$ cat src/rtl/rx_buf_rd_arbiter.sv
`default_nettype none
`timescale 1ns/1ps
// ============================================================================
// Module   : rx_buf_rd_arbiter
// Purpose  : Two-requester round-robin arbiter for the shared rx buffer read
//            port. The winner owns the port for one burst of 1..128 bytes.
//            Each returned byte is delivered through a registered rd_data
//            and qualified by that requester's rd_validN. New bursts start
//            only while the link layer is not writing a frame.
// Ports    : clk, reset                 - clock, async active-high reset
//            req0/1, req0/1_addr, _len  - burst requests (held until doneN)
//            gnt0/1                     - burst ownership
//            rd_valid0/1, rd_data       - returned data and its qualifiers
//            done0/1, len_err, rd_abort - end-of-burst status pulses
//            rx_buf_rden/raddr/rdata    - rx buffer read port (2-cycle latency)
//            rx_start, rx_done          - link frame start/end levels
// Revision : 1.0 - initial release
// ============================================================================
module rx_buf_rd_arbiter (
  input  logic        clk,
  input  logic        reset,
  input  logic        req0,
  input  logic        req1,
  input  logic [10:0] req0_addr,
  input  logic [10:0] req1_addr,
  input  logic [7:0]  req0_len,
  input  logic [7:0]  req1_len,
  output logic        gnt0,
  output logic        gnt1,
  output logic        rd_valid0,
  output logic        rd_valid1,
  output logic [7:0]  rd_data,
  output logic        done0,
  output logic        done1,
  output logic        rx_buf_rden,
  output logic [10:0] rx_buf_raddr,
  input  logic [7:0]  rx_buf_rdata,
  input  logic        rx_start,
  input  logic        rx_done,
  output logic        len_err,
  output logic        rd_abort
);

  localparam logic [7:0] c_MAX_LEN = 8'd128;

  typedef enum logic [2:0] {
    IDLE  = 3'd0,
    GRANT = 3'd1,
    READ  = 3'd2,
    DRAIN = 3'd3,
    DONE  = 3'd4
  } state_t;

  state_t      r_state;
  state_t      w_state_next;

  logic        r_owner;       // 0: requester 0 owns the burst, 1: requester 1
  logic        r_last;        // requester granted most recently
  logic [10:0] r_addr;
  logic [7:0]  r_len;         // effective (clamped) burst length
  logic [7:0]  r_beat;
  logic        r_len_err;
  logic        r_abort;
  logic [1:0]  r_start_sh;
  logic [1:0]  r_done_sh;
  logic        r_link_busy;
  logic [1:0]  r_rd_pipe;     // tracks rden through the buffer's 2-cycle latency
  logic        r_rd_valid;
  logic [7:0]  r_rd_data;

  logic        w_start_rise;
  logic        w_done_rise;
  logic        w_winner;
  logic [10:0] w_sel_addr;
  logic [7:0]  w_sel_len;
  logic [7:0]  w_eff_len;
  logic        w_last_beat;
  logic        w_in_burst;

  assign w_start_rise = r_start_sh[0] & ~r_start_sh[1];
  assign w_done_rise  = r_done_sh[0]  & ~r_done_sh[1];

  // Only a contested cycle consults the round-robin pointer.
  assign w_winner   = (req0 & req1) ? ~r_last : req1;
  assign w_sel_addr = r_owner ? req1_addr : req0_addr;
  assign w_sel_len  = r_owner ? req1_len  : req0_len;
  assign w_eff_len  = (w_sel_len > c_MAX_LEN) ? c_MAX_LEN : w_sel_len;
  assign w_last_beat = (r_beat == (r_len - 8'd1));
  assign w_in_burst  = (r_state == GRANT) || (r_state == READ) || (r_state == DRAIN);

  // Beat index is at most 127, so the 11-bit sum wraps 2047 -> 0 naturally.
  assign rx_buf_raddr = r_addr + {3'b000, r_beat};
  assign rd_data      = r_rd_data;
  assign rd_valid0    = r_rd_valid & ~r_owner;
  assign rd_valid1    = r_rd_valid &  r_owner;

  always_ff @(posedge clk or posedge reset) begin
    if (reset) begin
      r_state <= IDLE;
    end else begin
      r_state <= w_state_next;
    end
  end

  always_comb begin
    w_state_next = r_state;
    gnt0         = 1'b0;
    gnt1         = 1'b0;
    rx_buf_rden  = 1'b0;
    done0        = 1'b0;
    done1        = 1'b0;
    len_err      = 1'b0;
    rd_abort     = 1'b0;
    case (r_state)
      IDLE: begin
        if (!r_link_busy && (req0 || req1)) begin
          w_state_next = GRANT;
        end
      end
      GRANT: begin
        gnt0 = ~r_owner;
        gnt1 =  r_owner;
        w_state_next = (w_sel_len == 8'd0) ? DONE : READ;
      end
      READ: begin
        gnt0        = ~r_owner;
        gnt1        =  r_owner;
        rx_buf_rden = 1'b1;
        if (w_last_beat) begin
          w_state_next = DRAIN;
        end
      end
      DRAIN: begin
        gnt0 = ~r_owner;
        gnt1 =  r_owner;
        // Last byte is on rd_data in the cycle the pipe first reads empty.
        if (r_rd_pipe == 2'b00) begin
          w_state_next = DONE;
        end
      end
      DONE: begin
        done0        = ~r_owner;
        done1        =  r_owner;
        len_err      = r_len_err;
        rd_abort     = r_abort;
        w_state_next = IDLE;
      end
      default: begin
        w_state_next = IDLE;
      end
    endcase
  end

  always_ff @(posedge clk or posedge reset) begin
    if (reset) begin
      r_owner     <= 1'b0;
      r_last      <= 1'b1;
      r_addr      <= 11'd0;
      r_len       <= 8'd0;
      r_beat      <= 8'd0;
      r_len_err   <= 1'b0;
      r_abort     <= 1'b0;
      r_start_sh  <= 2'b00;
      r_done_sh   <= 2'b00;
      r_link_busy <= 1'b0;
      r_rd_pipe   <= 2'b00;
      r_rd_valid  <= 1'b0;
      r_rd_data   <= 8'd0;
    end else begin
      r_start_sh <= {r_start_sh[0], rx_start};
      r_done_sh  <= {r_done_sh[0],  rx_done};

      // Coincident start and end edges resolve to "not busy".
      if (w_done_rise) begin
        r_link_busy <= 1'b0;
      end else if (w_start_rise) begin
        r_link_busy <= 1'b1;
      end

      r_rd_pipe  <= {r_rd_pipe[0], rx_buf_rden};
      r_rd_valid <= r_rd_pipe[1];
      r_rd_data  <= rx_buf_rdata;

      if ((r_state == IDLE) && (w_state_next == GRANT)) begin
        r_owner   <= w_winner;
        r_len_err <= 1'b0;
        r_abort   <= 1'b0;
      end

      if (r_state == GRANT) begin
        r_addr    <= w_sel_addr;
        r_len     <= w_eff_len;
        r_beat    <= 8'd0;
        r_len_err <= (w_sel_len == 8'd0) || (w_sel_len > c_MAX_LEN);
      end

      if ((r_state == READ) && !w_last_beat) begin
        r_beat <= r_beat + 8'd1;
      end

      if (r_state == DONE) begin
        r_last <= r_owner;
      end

      // The link may overwrite buffer contents under an active burst.
      if (w_start_rise && w_in_burst) begin
        r_abort <= 1'b1;
      end
    end
  end

endmodule
`default_nettype wire
$ cat config.mk
export PLATFORM = sky130hd
export DESIGN_NAME = rx_buf_rd_arbiter
export DESIGN_NICKNAME = d
export VERILOG_FILES = /design/src/rtl/rx_buf_rd_arbiter.sv
export SDC_FILE = /design/constraint.sdc
export NUM_CORES = 1
export LEC_CHECK = 0
export BUFFER_PORTS_ARGS = -buffer_cell sky130_fd_sc_hd__buf_2
export CAP_MARGIN = 20
export CORE_ASPECT_RATIO = 0.8
export CORE_MARGIN = 2
export CORE_UTILIZATION = 45
export CTS_CLUSTER_DIAMETER = 100
export DETAILED_ROUTE_END_ITERATION = 8
export GPL_TIMING_DRIVEN = 0
export PLACE_DENSITY = 0.8
export SKIP_LAST_GASP = 1
export SLEW_MARGIN = 20
export SYNTH_ARGS = -nofsm -noshare
export SYNTH_HDL_FRONTEND = slang
export SYNTH_SLANG_ARGS = --single-unit
$ cat constraint.sdc
create_clock -name clk -period 8.8 [get_ports clk]
set_clock_uncertainty 0.2 [all_clocks]
set_input_delay 1.32 -clock clk [delete_from_list [all_inputs] [get_ports clk]]
set_output_delay 1.32 -clock clk [all_outputs]
set_load 0.01 [all_outputs]
Word-level counts from Yosys, hierarchy flattened
Index checks and enable logic that the tools add are counted.
{"block": "op_classes", "order_cmp": 1, "reduce_logical": 18, "n_eq_ne": 6, "muxes": 23, "bitwise": 9, "addsub": 3}
{"op": "$mux 8", "count": 4}
{"op": "$mux 1", "count": 13}
{"op": "$mux 3", "count": 4}
{"op": "$pmux 3 s4", "count": 1}
{"op": "$add 11x8->11", "count": 1}
{"op": "$mux 11", "count": 1}
{"op": "$add 8x1->8 const B", "count": 1}
{"op": "$eq 8x8->1", "count": 1}
{"op": "$gt 8x8->1 const B", "count": 1}
{"op": "$logic_not 8->1", "count": 1}
{"op": "$reduce_bool 2->1", "count": 4}
{"op": "$sub 8x1->8 const B", "count": 1}
{"op": "$eq 3x1->1 const B", "count": 2}
{"op": "$eq 3x2->1 const B", "count": 2}
{"op": "$and 1x1->1", "count": 5}
{"op": "$logic_and 1x1->1", "count": 4}
{"op": "$logic_or 1x1->1", "count": 4}
{"op": "$not 1->1", "count": 4}
{"op": "$eq 3x3->1 const B", "count": 1}
{"op": "$logic_not 3->1", "count": 1}
{"op": "$reduce_or 3->1", "count": 1}
{"op": "$logic_not 1->1", "count": 2}
{"op": "$logic_not 2->1", "count": 1}
{"block": "word_totals", "regBits": 50, "input_bits": 52, "out_inout_bits": 28}

Logic depth before layout (Yosys ltp)
Gate-level depths: netlist of the first run.
{"block": "logic_depth", "word_depth": 8, "ltp_mapped": 9, "ltp_nobuf": 9}

Worst setup path after synthesis of the first run
Ideal clock, no wire load.
{"block": "synth_path", "kind": "register to output", "start": "reg r_beat[0]", "end": "out rx_buf_raddr[10]", "arrival_ps": 2051, "path_stages_with_launch": 10, "path_buffers": 0, "required_ps": 7280, "setup_slack_ps": 5229, "path_cell_list": "dfrtp_1 -> ha_1 -> inv_1 -> fa_1 -> nor2b_1 -> o21ai_0 -> a21boi_0 -> o21ai_0 -> a211oi_1 -> xor2_1"}
{"block": "synth_between", "elab_chain_cells": 1}
{"element": "start: declaration", "line_no": "61", "text": "logic [7:0] r_beat;"}
{"element": "start signal: assignment", "line_no": "198", "text": "r_beat <= r_beat + 8'd1;"}
{"element": "$add 11x8->11", "line_no": "92", "text": "assign rx_buf_raddr = r_addr + {3'b000, r_beat};"}
{"element": "end: declaration", "line_no": "36", "text": "output logic [10:0] rx_buf_raddr,"}
No other way between the ends.

Final worst setup path of the first run
Ends and elaborated chain as after synthesis.

==> results.py, run 1 <==
metrics = {
    "clock_tree": {
        "cts.htree.levels": 2,
        "root_buffer": "clkbuf_8",
        "clock_latency_ns": 0.30,
        "postCtsSetupBuffers": 0,
        "clock_sinks": 50,
        "clockBufferDepth": 2,
        "cts_resized": 0,
        "clk_pin_slew_ns": 0.09,
        "hold_buffers": 0,
        "numCtsBuffers": 5,
        "cts_tree": "yes",
    },
    "critical_path": {
        "cp_max_fo": 6,
        "critPathLaunchType": "flop",
        "setup.worst_path.class": "flop to output port",
        "cp-end-kind": "output port",
        "arrival_ns": 2.75,
        "cp.required_ns": 7.28,
    },
    "synthesis": {
        "async_flop_share": 1.00,
        "synthSimpleGateAreaFrac": 0.177,
        "synth_fa_ha_area_frac": 0.0502,
        "synthCells": 297,
        "yosysWarnings": 0,
        "synthFlopType": "dfrtp_1",
        "synth_top_family_by_area": "compound AO/OA/AOI/OAI gates",
        "synth_area_per_cell_um2": 9.73,
        "yosysSeqAreaShare": 0.433,
        "netlist_area_um2": 2890,
        "synth_compound_area_frac": 0.177,
        "synthMuxAreaShare": 0.0749,
        "ys_seq_elements": 50,
        "synth-xor-area-share": 0.0515,
        "synth_nets": 360,
        "synth_edf_count": 0,
        "synth.distinct_cells": 52,
    },
    "die": {
        "initial_utilization": 0.458,
        "core_um2": 6310,
        "die_w_um": 93.6,
        "std_cell_rows": 26,
        "die-area_um2": 7080,
        "dieHeight_um": 75.7,
        "io-pin-count": 80,
    },
    "layout": {
        "drive_gt1_frac": 0.273,
        "finish.utilization": 0.554,
        "fin_nets": 447,
        "diodes": 0,
        "fill_cells": 594,
        "syn_to_final_growth_pct": 20.9,
        "final_area_um2": 3490,
    },
    "detailed_routing": {
        "postRouteWirelength_um": 7080,
        "vias": 2538,
        "drcViolationCount": 0,
        "ant_nets": 0,
        "post_drt_wl_per_cell_um": 15.1,
        "firstDrtPassIters": 4,
        "first_iter_violations": 276,
        "via_per_inst": 5.41,
    },
    "sta": {
        "rsz0062_at_grt": "false",
        "drv_slew": 0,
        "period_share": 0.485,
        "setup_violations": 0,
        "max_freq_mhz": 234,
        "hold_viol": 0,
        "tns_ns": 0,
        "worst_pin_slew_ns": 0.973,
        "period_needed_ns": 4.27,
        "maxSlewHeadroom": 0.350,
    },
    "placement": {
        "placed_cell_area_um2": 3410,
        "gp_congestion": 0.872,
        "io_buffers": 79,
        "dp_hpwl_um": 5320,
    },
    "grt": {
        "grt_start_max_net_pins": 27,
        "grt_usage": 0.206,
        "grt_antenna_before_repair": 0,
        "grt_pass1_vias": 2461,
        "overflow": 0,
        "grt_use_met1": 0.280,
        "use_met2": 0.359,
        "grt_pass1_wl_um": 11500,
        "grt.met3_usage": 0.0366,
        "busiest_layer": "met2",
    },
    "flow_run": {
        "maxCapViolations": 0,
    },
    "power_and_ir_drop": {
        "intPower_uw": 622,
        "ir_worst_vdd_v": 0.000152,
        "power.share.clock": 0.116,
        "seq_power_share": 0.320,
        "power.density_nw_per_um2": 321,
        "p_sw_uw": 502,
        "p_sw_frac": 0.447,
        "combPwrFrac": 0.564,
        "power_leakage_nw": 1.65,
    },
    "status": {
        "status": "complete, no violations",
    },
    "worst_hold_path": {
        "hold_path_class": "flop to flop",
    },
}
## metrics by stage
step                instances  power [mW]  hold slack, ns  worst slack, ns
finish                    469        1.12           0.179             4.53
global route              469        1.21           0.191             4.35
CTS                       469        1.13           0.183             4.59
detailed placement        461       0.995           0.162             4.94
global placement          460       0.966           0.160             4.95
floorplan                 297       0.810           0.154             5.23
## per-layer routing
metal  vias to the layer above  part of all wire
li1                       1239                 -
met1                      1197              0.46
met2                        92              0.47
met3                        10             0.058
met4                         0            0.0097
met5                         -                 0
## layout make-up
class / count / area (µm²) / area share
Multi-Input combinational cell: 219 / 1530 / 0.439
Sequential cell: 50 / 1250 / 0.358
Timing Repair Buffer: 80 / 415 / 0.119
Tap cell: 84 / 105 / 0.0301
Clock buffer: 7 / 76.3 / 0.0218
Buffer: 14 / 52.6 / 0.0150
Inverter: 14 / 52.6 / 0.0150
Clock inverter: 1 / 7.51 / 0.00215
## flip-flops by register name, summed over array words and instances, names as in the netlist
| signal | cells |
|---|---|
| r_link_busy | 1 |
| r_rd_valid | 1 |
| r_rd_pipe | 2 |
| r_start_sh | 2 |
| r_len | 8 |
| r_owner | 1 |
| r_addr | 11 |
| rd_data | 8 |
| r_state | 3 |
| r_done_sh | 2 |
| r_last | 1 |
| r_len_err | 1 |
| r_abort | 1 |
| r_beat | 8 |
## synthesized netlist by cell type, types with 2 or more instances
master	n	area share
o211ai_1	9	0.023
xnor2_1	11	0.033
or2_2	4	0.0087
nor4b_1	2	0.0061
nor4_1	4	0.0087
inv_1	14	0.018
ha_1	10	0.043
clkbuf_1	13	0.017
a31oi_1	2	0.0043
o31ai_1	3	0.0078
and2_1	3	0.0065
a21o_1	4	0.010
nand2_1	36	0.047
nor3b_1	4	0.010
and3_1	3	0.0065
nor2_1	13	0.017
nand4_1	7	0.015
o21a_1	2	0.0052
nor2b_1	3	0.0065
o311ai_0	2	0.0061
mux2i_1	19	0.066
nor3_1	4	0.0069
nand3_1	7	0.012
xor2_1	6	0.018
or3b_2	2	0.0061
o21ba_2	2	0.0069
a211oi_1	2	0.0052
o22ai_1	3	0.0065
dfrtp_1	49	0.42
a21oi_1	10	0.017
o21ai_0	23	0.040
## power by group through the flow
stage / logic [mW] / registers, mW / clock network [mW]
final: 0.633 / 0.359 / 0.131
after global routing: 0.701 / 0.369 / 0.145
after CTS: 0.635 / 0.359 / 0.134
after detailed placement: 0.632 / 0.363 / 0
after global placement: 0.607 / 0.359 / 0
after floorplan: 0.462 / 0.348 / 0
## layout by cell type (no fill, tap or decap), drive strengths merged, types with 3 or more instances in the layout
cell type / Yosys / layout
nor3: 5 / 5
xor2: 6 / 6
nor4: 4 / 4
nor2: 13 / 13
o31ai: 3 / 3
ha: 10 / 10
a21o: 4 / 4
dfrtp: 49 / 49
inv: 14 / 14
xnor2: 11 / 11
nand4: 7 / 7
nor3b: 4 / 4
o22ai: 3 / 3
buf: 1 / 81
nand2: 36 / 36
clkbuf: 13 / 20
and2: 3 / 3
o211ai: 10 / 10
mux2i: 19 / 19
nor2b: 3 / 3
and3: 3 / 3
nand3: 7 / 7
a21oi: 10 / 10
o21ai: 24 / 24
or2: 4 / 4
## worst max-delay path: stages, from the launching register on
cell and delay [ns]:
dfrtp_1 0.47, ha_1 0.21, inv_1 0.05, fa_1 0.40
nor2b_1 0.12, o21ai_0 0.11, a21boi_0 0.29, o21ai_0 0.21
a211oi_1 0.29, xor2_1 0.16, buf_2 0.14
## cells by family (layout without fill, tap and decap cells)
logic type | count (synthesis) | in the layout
compound gates | 72 | 72
xor+xnor | 17 | 17
fa+ha+maj | 11 | 11
buf+inv | 28 | 116
flops | 50 | 50
mux | 21 | 21
simple gates | 98 | 98
## path summary, 6_finish.rpt
path                       cells after the start  slack [ns]                to    startpoint
max                                           10        4.53  rx_buf_raddr[10]     r_beat[0]
min                                            0        0.18      r_rd_pipe[1]  r_rd_pipe[0]
max reg2reg                                    8        5.68         r_beat[1]      r_len[0]
max in group asynchronous                      3        6.93            r_last         reset
min reg2reg                                    0        0.18      r_rd_pipe[1]  r_rd_pipe[0]
min in group asynchronous                      2        0.86        rd_data[0]         reset
Note: power is estimated with default switching activity, not from simulation.
==> inputs of run 2 (changes only) <==
Settings changed: PLACE_DENSITY 0.8 to 0.83.
Clock period 8.8 ns to 3.9 ns, I/O delays scaled along.
==> run 2 against run 1 <==
Net effect: critical path depth did not move; wire length fell by 4.4%; via count fell by 0.16%; clock power rose to 2.9 times the previous value; combinational power rose by 120%; cell area rose by 0.93%; setup slack got worse by 4.2 ns; die area did not move; critical endpoint unchanged; highest routed layer unchanged.
==> results.py, run 2 (same netlist as run 1, synthesis figures left out) <==
metrics = {
    "sta": {
        "hold_ws_ns": 0.117,
        "setup_violations": 0,
        "hold_viol": 0,
        "worst_pin_slew_ns": 1.04,
        "drv_slew": 0,
        "max_freq_mhz": 283,
        "tns_ns": 0,
        "period_needed_ns": 3.54,
        "maxSlewHeadroom": 0.304,
        "rsz0062_at_grt": "false",
        "period_share": 0.907,
    },
    "status": {
        "status": "complete, no violations",
    },
    "placement": {
        "gp_congestion": 0.854,
        "dp_hpwl_um": 5060,
        "io_buffers": 79,
        "placed_cells": 461,
    },
    "detailed_routing": {
        "via_per_inst": 5.40,
        "drcViolationCount": 0,
        "firstDrtPassIters": 4,
        "ant_nets": 0,
        "vias": 2534,
        "post_drt_wl_per_cell_um": 14.4,
        "postRouteWirelength_um": 6760,
        "first_iter_violations": 318,
    },
    "worst_hold_path": {
        "hold_path_class": "input pin to asynchronous set/reset pin",
    },
    "critical_path": {
        "r2r_cells": 8,
        "crit_end": "rx_buf_raddr[10]",
        "cp_max_fo": 6,
        "arrival_ns": 2.75,
        "critPathLaunch": "r_beat[0]",
        "r2r_end": "r_beat[1]",
        "r2r-start": "r_len[0]",
        "r2r_setup_slack_ns": 0.81,
        "cp-end-kind": "output port",
        "setup.worst_path.class": "flop to output port",
        "critPathLaunchType": "flop",
        "cp.required_ns": 3.12,
    },
    "layout": {
        "final_common_cell": "buf_2",
        "drive_gt1_frac": 0.275,
        "regMostFlops": "r_addr",
        "final_cell_mix": "buf_2, dfrtp_1, nand2_1, o21ai_0, mux2i_1",
        "fin_nets": 447,
        "diodes": 0,
        "syn_to_final_growth_pct": 22.0,
        "fin_cells": 469,
        "largest_reg_flops": 11,
    },
    "die": {
        "die-area_um2": 7080,
        "io-pin-count": 80,
        "core_um2": 6310,
        "std_cell_rows": 26,
        "die_w_um": 93.6,
        "dieHeight_um": 75.7,
        "initial_utilization": 0.458,
    },
    "clock_tree": {
        "postCtsSetupBuffers": 0,
        "cts_resized": 0,
        "clock_sinks": 50,
        "cts.htree.levels": 2,
        "cts_tree": "yes",
        "numCtsBuffers": 5,
        "hold_buffers": 0,
        "clock_latency_ns": 0.31,
        "root_buffer": "clkbuf_8",
        "clk_pin_slew_ns": 0.09,
        "clockBufferDepth": 2,
    },
    "grt": {
        "grt_start_max_net_pins": 27,
        "grt_pass1_wl_um": 11000,
        "overflow": 0,
        "grt_antenna_before_repair": 0,
        "grt_usage": 0.202,
        "grt_pass1_vias": 2410,
    },
    "power_and_ir_drop": {
        "power.density_nw_per_um2": 736,
        "ir_worst_vdd_v": 0.000361,
        "power_leakage_nw": 1.67,
        "totalPowerFinal_mw": 2.60,
    },
    "flow_run": {
        "maxCapViolations": 0,
    },
}
## run 2: changes by cell type in the layout (fill, tap and decap cells not counted)
| cell | before | now |
|---|---|---|
| clkbuf_8 | 5 | 6 |
| clkinvlp_4 | 1 | 0 |
| clkbuf_1 | 15 | 14 |
| bufinv_16 | 0 | 1 |
## run 2: worst min-delay path by stage
stage                            start            end  slack [ns]  depth (start not counted)
after global placement    r_rd_pipe[0]   r_rd_pipe[1]        0.16                          0
after CTS                        reset     rd_data[2]        0.13                          2
after floorplan           r_done_sh[0]   r_done_sh[1]        0.15                          0
after global routing          rx_start  r_start_sh[0]        0.16                          1
after detailed placement  r_done_sh[0]   r_done_sh[1]        0.17                          0
final                            reset     rd_data[4]        0.12                          2
## run 2: final cells by class
cell class | instances | area [µm²]
tap | 84 | 105
clock buffer | 7 | 86.3
timing repair buffer | 80 | 415
multi-input combinational | 219 | 1530
inverter | 14 | 52.6
buffer | 14 | 52.6
fill | 596 | 2780
clock inverter | 1 | 30.0
sequential | 50 | 1250
## run 2: power breakdown
part | internal [mW] | switching [mW]
Combinational | 0.593 | 0.818
Clock | 0.209 | 0.169
Sequential | 0.682 | 0.126
## run 2: worst max-delay path, cell delays in order (launching register included)
cell	delay, ns
dfrtp_1	0.46
ha_1	0.21
inv_1	0.05
fa_1	0.40
nor2b_1	0.13
o21ai_0	0.11
a21boi_0	0.25
o21ai_0	0.19
a211oi_1	0.30
xor2_1	0.18
buf_2	0.15
## run 2: routing by layer
metal  GRT usage  routed length [µm]
met3      0.0544                 550
met4      0.0757                 109
met1       0.257                2920
met5           0                   0
met2       0.337                3190
## run 2: metrics by stage
step | utilization | instance area [µm²] | setup WS (ns)
finish | 0.559 | 3530 | 0.362
global route | 0.559 | 3530 | 0.0872
CTS | 0.559 | 3530 | 0.347
detailed placement | 0.540 | 3410 | 0.708
global placement | 0.537 | 3390 | 0.788
floorplan | - | 2890 | 1.05
==> inputs of run 3 (changes only) <==
Settings changed: CORE_UTILIZATION 45 to 35, PLACE_DENSITY 0.83 to 0.69.
==> run 3 against run 2 <==
Net effect: non-clock buffer count is the same; sequential power barely moved; critical path depth stayed put; utilization down 11 points; die area grew 27%; combinational power is essentially flat; global-route usage down 4.9 points; clock power about the same; first-iteration DRC count shrank 53%; wire length up 0.53%; sequential share of layout area shrank 0.30 points; critical path type unchanged; critical endpoint unchanged; largest cell class unchanged.
==> results.py, run 3 (same netlist as run 1, synthesis figures left out) <==
metrics = {
    "status": {
        "status": "complete, no violations",
    },
    "clock_tree": {
        "cts_tree": "yes",
        "numCtsBuffers": 5,
        "clock_sinks": 50,
        "postCtsSetupBuffers": 0,
        "cts.htree.levels": 2,
        "hold_buffers": 0,
        "clk_pin_slew_ns": 0.09,
        "cts_resized": 0,
        "clockBufferDepth": 2,
        "root_buffer": "clkbuf_8",
        "clock_latency_ns": 0.30,
    },
    "layout": {
        "multiInputGateArea_um2": 1530,
        "regMostFlops": "r_addr",
        "final_common_cell": "buf_2",
        "final_area_um2": 3560,
        "diodes": 0,
        "fin_nets": 447,
        "seq_area_um2": 1250,
        "fill_cells": 807,
        "final_cell_mix": "buf_2, dfrtp_1, nand2_1, o21ai_0, mux2i_1",
        "largest_reg_flops": 11,
        "syn_to_final_growth_pct": 23.1,
        "fin_cells": 493,
        "drive_gt1_frac": 0.275,
    },
    "sta": {
        "hold_viol": 0,
        "period_needed_ns": 3.56,
        "worst_pin_slew_ns": 0.998,
        "period_share": 0.914,
        "drv_slew": 0,
        "setup_violations": 0,
        "maxSlewHeadroom": 0.333,
        "final.setup.worst_slack_ns": 0.337,
        "max_freq_mhz": 281,
        "tns_ns": 0,
        "rsz0062_at_grt": "false",
    },
    "power_and_ir_drop": {
        "power_leakage_nw": 1.67,
        "ir_worst_vdd_v": 0.000315,
        "power.density_nw_per_um2": 732,
    },
    "critical_path": {
        "arrival_ns": 2.78,
        "critPathLaunchType": "flop",
        "cp-end-kind": "output port",
        "cp_max_fo": 6,
        "cp.required_ns": 3.12,
        "setup.worst_path.class": "flop to output port",
    },
    "grt": {
        "overflow": 0,
        "grt_antenna_before_repair": 0,
        "grt_pass1_wl_um": 11200,
        "grt_pass1_vias": 2384,
        "grt_start_max_net_pins": 28,
        "use_met2": 0.249,
        "grt_use_met1": 0.210,
        "grt.met3_usage": 0.0346,
        "busiest_layer": "met2",
        "grt_usage": 0.152,
    },
    "detailed_routing": {
        "vias": 2527,
        "post_drt_wl_per_cell_um": 13.8,
        "firstDrtPassIters": 4,
        "first_iter_violations": 148,
        "ant_nets": 0,
        "drcViolationCount": 0,
        "postRouteWirelength_um": 6800,
        "via_per_inst": 5.13,
    },
    "placement": {
        "dp_hpwl_um": 5210,
        "io_buffers": 79,
        "placed_cell_area_um2": 3440,
        "dp_slack_ns": 0.719,
        "placed_cells": 485,
        "gp_congestion": 0.817,
    },
    "die": {
        "die-area_um2": 9010,
        "initial_utilization": 0.362,
        "dieHeight_um": 85.3,
        "std_cell_rows": 29,
        "die_w_um": 106,
        "core_um2": 7980,
        "io-pin-count": 80,
    },
    "worst_hold_path": {
        "hold_path_class": "input pin to asynchronous set/reset pin",
    },
    "flow_run": {
        "maxCapViolations": 0,
    },
}
## run 3: cell counts in the layout (fill, tap and decap cells not counted)
Identical to the previous run, type by type.
## run 3: through the flow
step                      hold WS, ns  total power [mW]  utilization
after detailed placement        0.164              2.24        0.431
after CTS                       0.147              2.62        0.446
after global placement          0.161              2.20        0.429
after floorplan                 0.154              1.83            -
final                           0.136              2.60        0.446
after global routing            0.160              2.82        0.446
## run 3: final timing paths
kind | cells after the start | end | startpoint | slack (ns)
min in group clk | 0 | r_rd_pipe[1] | r_rd_pipe[0] | 0.19
setup reg to reg | 8 | r_beat[1] | r_len[0] | 0.76
hold reg to reg | 0 | r_rd_pipe[1] | r_rd_pipe[0] | 0.19
setup / recovery | 10 | rx_buf_raddr[10] | r_beat[0] | 0.34
max in group asynchronous | 3 | rd_data[1] | reset | 2.84
hold / removal | 2 | r_owner | reset | 0.14
## run 3: power breakdown
part           switching [mW]  leakage, nW  internal, mW  total (mW)
Combinational           0.825        0.991         0.592        1.42
Clock                   0.168       0.0585         0.209       0.378
Sequential              0.126        0.621         0.682       0.808
## run 3: layout make-up
type | instances | area share
Inverter | 14 | 0.0148
Tap cell | 108 | 0.0380
Multi-Input combinational cell | 219 | 0.431
Clock buffer | 7 | 0.0243
Sequential cell | 50 | 0.352
Timing Repair Buffer | 80 | 0.117
Buffer | 14 | 0.0148
Clock inverter | 1 | 0.00844
## run 3: critical path, stage by stage (launching register included)
cell and delay (ns):
dfrtp_1 0.48, ha_1 0.21, inv_1 0.05, fa_1 0.39, nor2b_1 0.13, o21ai_0 0.11
a21boi_0 0.27, o21ai_0 0.21, a211oi_1 0.29, xor2_1 0.17, buf_2 0.16
## run 3: layer usage
metal | share of wire | vias up
li1 | - | 1240
met1 | 0.47 | 1205
met2 | 0.47 | 78
met5 | 0 | -
met3 | 0.051 | 4
met4 | 0.0043 | 0
